===== src/rtl/pc_sequencer_if.sv =====
// Fetch/control bundle between the program-counter sequencer and its environment.
// The master side is the sequencer; the slave side is the control unit plus instruction memory.
interface pc_sequencer_if #(
  parameter int unsigned DEPTH = 4
) ();
  logic                             hlt;
  logic                             bra;
  logic                             call;
  logic                             ret;
  logic [9:0]                       BADR;
  logic                             fetch_ack;
  logic                             fetch_req;
  logic [9:0]                       PC;
  logic                             halted;
  logic                             fault;
  logic [$clog2(DEPTH+1)-1:0]       sp;

  modport master (
    input  hlt, bra, call, ret, BADR, fetch_ack,
    output fetch_req, PC, halted, fault, sp
  );

  modport slave (
    output hlt, bra, call, ret, BADR, fetch_ack,
    input  fetch_req, PC, halted, fault, sp
  );
endinterface


===== src/rtl/pc_sequencer.sv =====
// Program-counter sequencer: owns PC, issues fetch requests, selects ret/call/branch/increment
// at each acknowledged fetch, and keeps a return-address stack with sticky fault on misuse.
module pc_sequencer #(
  parameter int unsigned DEPTH      = 4,
  parameter logic [9:0]  RESET_ADDR = 10'd0
) (
  input logic           clk,
  input logic           rst,
  pc_sequencer_if.master bus
);

  localparam int unsigned SpW  = $clog2(DEPTH + 1);
  localparam int unsigned IdxW = $clog2(DEPTH);
  localparam logic [SpW-1:0] SpFull = SpW'(DEPTH);

  typedef enum logic [1:0] {StIdle, StFetch, StHalted, StFault} state_e;

  state_e         state_q, state_d;
  logic [9:0]     pc_q, pc_d;
  logic [SpW-1:0] sp_q, sp_d;
  logic [9:0]     stack_q [DEPTH];

  logic            push_en;
  logic [IdxW-1:0] push_idx;
  logic [IdxW-1:0] pop_idx;
  logic [9:0]      pc_inc;
  state_e          after_boundary;

  assign pc_inc         = pc_q + 10'd1;
  assign push_idx       = IdxW'(sp_q);
  assign pop_idx        = IdxW'(sp_q - SpW'(1));
  assign after_boundary = bus.hlt ? StHalted : StFetch;

  always_comb begin
    state_d = state_q;
    pc_d    = pc_q;
    sp_d    = sp_q;
    push_en = 1'b0;
    unique case (state_q)
      StIdle: state_d = StFetch;
      StFetch: begin
        if (bus.fetch_ack) begin
          // ret > call > bra > increment; a fault leaves PC and stack untouched
          if (bus.ret) begin
            if (sp_q != '0) begin
              pc_d    = stack_q[pop_idx];
              sp_d    = sp_q - SpW'(1);
              state_d = after_boundary;
            end else begin
              state_d = StFault;
            end
          end else if (bus.call) begin
            if (sp_q != SpFull) begin
              push_en = 1'b1;
              pc_d    = bus.BADR;
              sp_d    = sp_q + SpW'(1);
              state_d = after_boundary;
            end else begin
              state_d = StFault;
            end
          end else if (bus.bra) begin
            pc_d    = bus.BADR;
            state_d = after_boundary;
          end else begin
            pc_d    = pc_inc;
            state_d = after_boundary;
          end
        end
      end
      StHalted: begin
        if (!bus.hlt) state_d = StFetch;
      end
      StFault: state_d = StFault;
      default: state_d = StIdle;
    endcase
  end

  always_ff @(posedge clk or posedge rst) begin
    if (rst) begin
      state_q <= StIdle;
      pc_q    <= RESET_ADDR;
      sp_q    <= '0;
    end else begin
      state_q <= state_d;
      pc_q    <= pc_d;
      sp_q    <= sp_d;
    end
  end

  // Stack contents are don't-care after reset, so the storage carries no reset.
  always_ff @(posedge clk) begin
    if (push_en) stack_q[push_idx] <= pc_inc;
  end

  assign bus.fetch_req = (state_q == StFetch);
  assign bus.halted    = (state_q == StHalted);
  assign bus.fault     = (state_q == StFault);
  assign bus.PC        = pc_q;
  assign bus.sp        = sp_q;

endmodule


===== src/flat_wrapper.sv =====
// flat-port wrapper written by rule: the top's interface ports become plain ports
module pc_sequencer_flat 
#(
  parameter int unsigned DEPTH      = 4,
  parameter logic [9:0]  RESET_ADDR = 10'd0
)
  (clk, rst, bus_hlt, bus_bra, bus_call, bus_ret, bus_BADR, bus_fetch_ack, bus_fetch_req, bus_PC, bus_halted, bus_fault, bus_sp);
  pc_sequencer_if #(.DEPTH(DEPTH)) bus_i ();
  input logic clk;
  input logic rst;
  input wire logic [$bits(bus_i.hlt)-1:0] bus_hlt;
  input wire logic [$bits(bus_i.bra)-1:0] bus_bra;
  input wire logic [$bits(bus_i.call)-1:0] bus_call;
  input wire logic [$bits(bus_i.ret)-1:0] bus_ret;
  input wire logic [$bits(bus_i.BADR)-1:0] bus_BADR;
  input wire logic [$bits(bus_i.fetch_ack)-1:0] bus_fetch_ack;
  output wire logic [$bits(bus_i.fetch_req)-1:0] bus_fetch_req;
  output wire logic [$bits(bus_i.PC)-1:0] bus_PC;
  output wire logic [$bits(bus_i.halted)-1:0] bus_halted;
  output wire logic [$bits(bus_i.fault)-1:0] bus_fault;
  output wire logic [$bits(bus_i.sp)-1:0] bus_sp;
  assign bus_i.hlt = bus_hlt;
  assign bus_i.bra = bus_bra;
  assign bus_i.call = bus_call;
  assign bus_i.ret = bus_ret;
  assign bus_i.BADR = bus_BADR;
  assign bus_i.fetch_ack = bus_fetch_ack;
  assign bus_fetch_req = bus_i.fetch_req;
  assign bus_PC = bus_i.PC;
  assign bus_halted = bus_i.halted;
  assign bus_fault = bus_i.fault;
  assign bus_sp = bus_i.sp;
  pc_sequencer #(.DEPTH(DEPTH), .RESET_ADDR(RESET_ADDR)) u_core (.clk(clk), .rst(rst), .bus(bus_i));
endmodule

===== config.mk =====
export PLATFORM = sky130hd
export DESIGN_NAME = pc_sequencer_flat
export DESIGN_NICKNAME = d
export VERILOG_FILES = /design/src/rtl/pc_sequencer_if.sv /design/src/rtl/pc_sequencer.sv /design/src/flat_wrapper.sv
export SDC_FILE = /design/constraint.sdc
export NUM_CORES = 1
export LEC_CHECK = 0
export ABC_AREA = 1
export ABC_CLOCK_PERIOD_IN_PS = 3000
export BUFFER_PORTS_ARGS = -buffer_cell sky130_fd_sc_hd__buf_2
export CORE_MARGIN = 2
export CORE_UTILIZATION = 30
export CTS_BUF_LIST = sky130_fd_sc_hd__clkbuf_8 sky130_fd_sc_hd__clkbuf_16
export CTS_CLUSTER_DIAMETER = 120
export DETAILED_ROUTE_END_ITERATION = 12
export HOLD_SLACK_MARGIN = 0.15
export SYNTH_ARGS = -nofsm -noshare
export SYNTH_HDL_FRONTEND = slang
export SYNTH_SLANG_ARGS = --single-unit

===== constraint.sdc =====
create_clock -name clk -period 3 [get_ports clk]
set_input_delay 0.15 -clock clk [delete_from_list [all_inputs] [get_ports clk]]
set_output_delay 0.15 -clock clk [all_outputs]
set_load 0.03 [all_outputs]

==> flow_metrics.py <==
metrics = {
    "outcome": {
        "status": "completed",
    },
    "synth": {
        "yosysSeqAreaShare_pct": 55.4,
        "yosys.area.top_type": "edfxtp_1",
        "yosysWarnings": 0,
        "synth_top_area_share_pct": 42.2,
        "syn_nets": 329,
        "synthTopCellsByArea": "edfxtp_1 42%, dfrtp_1 13%, nand2_1 12%",
        "synth_area_um2": 2850,
        "synth_edf_count": 40,
        "synth_ff_type": "edfxtp_1",
        "synth_area_per_cell_um2": 9.31,
        "synth-seq-cells": 55,
        "yosys-top-cells-count": "93 x nand2_1, 40 x edfxtp_1, 26 x inv_1, 24 x nand3_1, 24 x nor2_1",
        "synthArstFlopShare_pct": 27.3,
        "ys_types": 31,
        "synth.most_common_cell": "nand2_1",
        "synthCells": 306,
    },
    "sta": {
        "fin_tns_setup_ns": 0,
        "hold_ws_ns": 0.157,
        "rsz0062_at_grt": "false",
        "hold_viol": 0,
        "tightestPinTransition_ns": 0.678,
        "finalCritPeriodShare_pct": 73.4,
        "slew_headroom_pct": 54.8,
        "finalSetupViolCount": 0,
        "skew_ns": 0.00870,
        "drv_slew": 0,
        "fmax_mhz": 454,
        "period_needed_ns": 2.20,
    },
    "clock_tree": {
        "clk_pin_slew_ns": 0.09,
        "clk_latency_ns": 0.30,
        "cts_setup_buffers": 0,
        "htreeDepth": 2,
        "ctsResizeCount": 0,
        "cts_made_buffers": 5,
        "cts-root-buf": "clkbuf_8",
        "clock_path_buffers": 2,
        "cts_tree": "yes",
        "cts_hold_buf": 5,
        "cts.sinks": 55,
    },
    "critical_path": {
        "path_max_fanout": 23,
        "path_class": "reg2reg",
        "required_ns": 3.19,
        "crit_path_start_kind": "flip-flop",
        "endpoint_kind": "flip-flop",
        "cp.arrival_ns": 2.39,
    },
    "global_routing": {
        "first_global_vias": 1993,
        "grt_start_max_net_pins": 25,
        "grt_pass1_wl_mm": 10.4,
        "antenna_found_initial": 0,
        "grt-ovfl-total": 0,
        "track_usage_pct": 13.4,
    },
    "detailed_routing": {
        "drc": 0,
        "first_pass_iters": 4,
        "postRouteAntennaNets": 0,
        "wl_per_cell_um": 13.2,
        "drt_first_iter_violations": 153,
        "avgViaCountPerCell": 4.38,
        "totalWireLength_mm": 6.26,
        "vias": 2081,
    },
    "power_and_ir_drop": {
        "finalPower_mw": 3.15,
        "p_per_area_nw_per_um2": 958,
        "switching_power_mw": 1.40,
        "switching_share_pct": 44.4,
        "p_leak_nw": 1.43,
        "p_int_mw": 1.75,
        "p_seq_share_pct": 38.8,
        "combPwrFrac_pct": 46.3,
        "clkPwrFrac_pct": 14.9,
        "peakVddDrop_mv": 0.396,
    },
    "finish": {
        "drive_gt1_share_pct": 18.5,
        "fillers": 977,
        "antenna_cells": 0,
        "seqCellArea_um2": 1580,
        "multi_input_area_um2": 1040,
        "finish.utilization_pct": 35.6,
        "fin_nets": 368,
        "area_growth_pct": 15.4,
        "stdcell_count": 475,
    },
    "die": {
        "die-area_um2": 10300,
        "die_x_um": 101,
        "core-area_um2": 9240,
        "rows": 35,
        "fp.dieH_um": 101,
        "num_io_pins": 33,
        "initial_core_util_pct": 30.8,
    },
    "place": {
        "place_congestion": 0.838,
        "post-dp-hpwl_mm": 4.62,
        "dp.cells": 462,
        "port_buffers": 32,
    },
    "hold_path": {
        "hold_path_class": "in2reg",
    },
    "run": {
        "maxCapViolCount": 0,
    },
}
-- power by group through the flow --
| stage | Clock [mW] | Combinational (mW) | Sequential [mW] |
|---|---|---|---|
| final | 0.468 | 1.46 | 1.22 |
| after global routing | 0.517 | 1.63 | 1.25 |
| after CTS | 0.483 | 1.47 | 1.22 |
| after detailed placement | 0 | 1.45 | 1.23 |
| after global placement | 0 | 1.44 | 1.23 |
| after floorplan | 0 | 1.01 | 1.33 |
-- cell families (layout without fill, tap and decap cells) --
kind of cell / after synthesis / count (layout) / synth area share, %
and+or+nand+nor: 156 / 156 / 24.3
adders and majority gates: 6 / 6 / 2.64
xor gates and xnor gates: 6 / 6 / 1.85
buffers and inverters: 48 / 88 / 8.04
AOI/OAI and AO/OA: 35 / 35 / 7.86
DFF: 55 / 55 / 55.4
-- state kept, by name, indices dropped and copies added, names as in the netlist --
signal          flops
u_core.state_q      2
u_core.bus.sp       3
u_core.bus.PC      10
u_core.stack_q     40
-- metal layers --
metal  share of wire (%)  GRT usage (%)
met1                  51           19.7
met2                  43           19.8
met3                 4.4           2.69
met4                0.98           4.26
met5                   0              0
-- layout by cell type, fill, tap and decap left out, drive strengths merged --
cell type	instances
clkinv	2
bufinv	1
nand3	26
clkbuf	5
a21oi	8
o2111ai	1
xor2	2
nand2	94
o21ai	15
edfxtp	40
nand3b	1
and2	4
nand4	4
o211ai	11
dfrtp	15
nor2	27
dlygate4sd3	5
buf	38
inv	37
xnor2	4
ha	6
-- area by class of cell --
class | instances | share of cell area [%]
Inverter | 37 | 4.38
Clock inverter | 3 | 1.14
Multi-Input combinational cell | 203 | 31.7
Sequential cell | 55 | 48.0
Clock buffer | 5 | 2.09
Timing Repair Buffer | 43 | 7.77
Tap cell | 129 | 4.91
-- stage by stage --
stage	instance area [um2]	setup slack, ns
global placement	3130	0.968
floorplan	2850	0.762
detailed placement	3130	0.893
CTS	3290	0.814
global route	3290	0.630
finish	3290	0.799
-- final timing paths --
kind / start / end / slack (ns) / cells past startpoint
max: u_core.bus.sp[0] / u_core.state_q[0] / 0.80 / 7
min: bus_BADR[8] / u_core.bus.PC[8] / 0.16 / 5
max reg2reg: u_core.bus.sp[0] / u_core.state_q[0] / 0.80 / 7
min reg2reg: u_core.bus.PC[9] / u_core.bus.PC[9] / 0.56 / 2
max in group asynchronous: rst / u_core.bus.PC[7] / 2.12 / 3
min in group asynchronous: rst / u_core.bus.PC[5] / 0.47 / 3
-- critical path, cell delays in order, from the launching register on --
cell           delay [ns]
dfrtp_1              0.78
inv_2                0.07
ha_1                 0.30
nand4_2              0.16
nand4_1              0.09
nand2_1              0.06
o21ai_1              0.05
dlygate4sd3_1        0.56
Note: power is estimated with default switching activity, not from simulation.
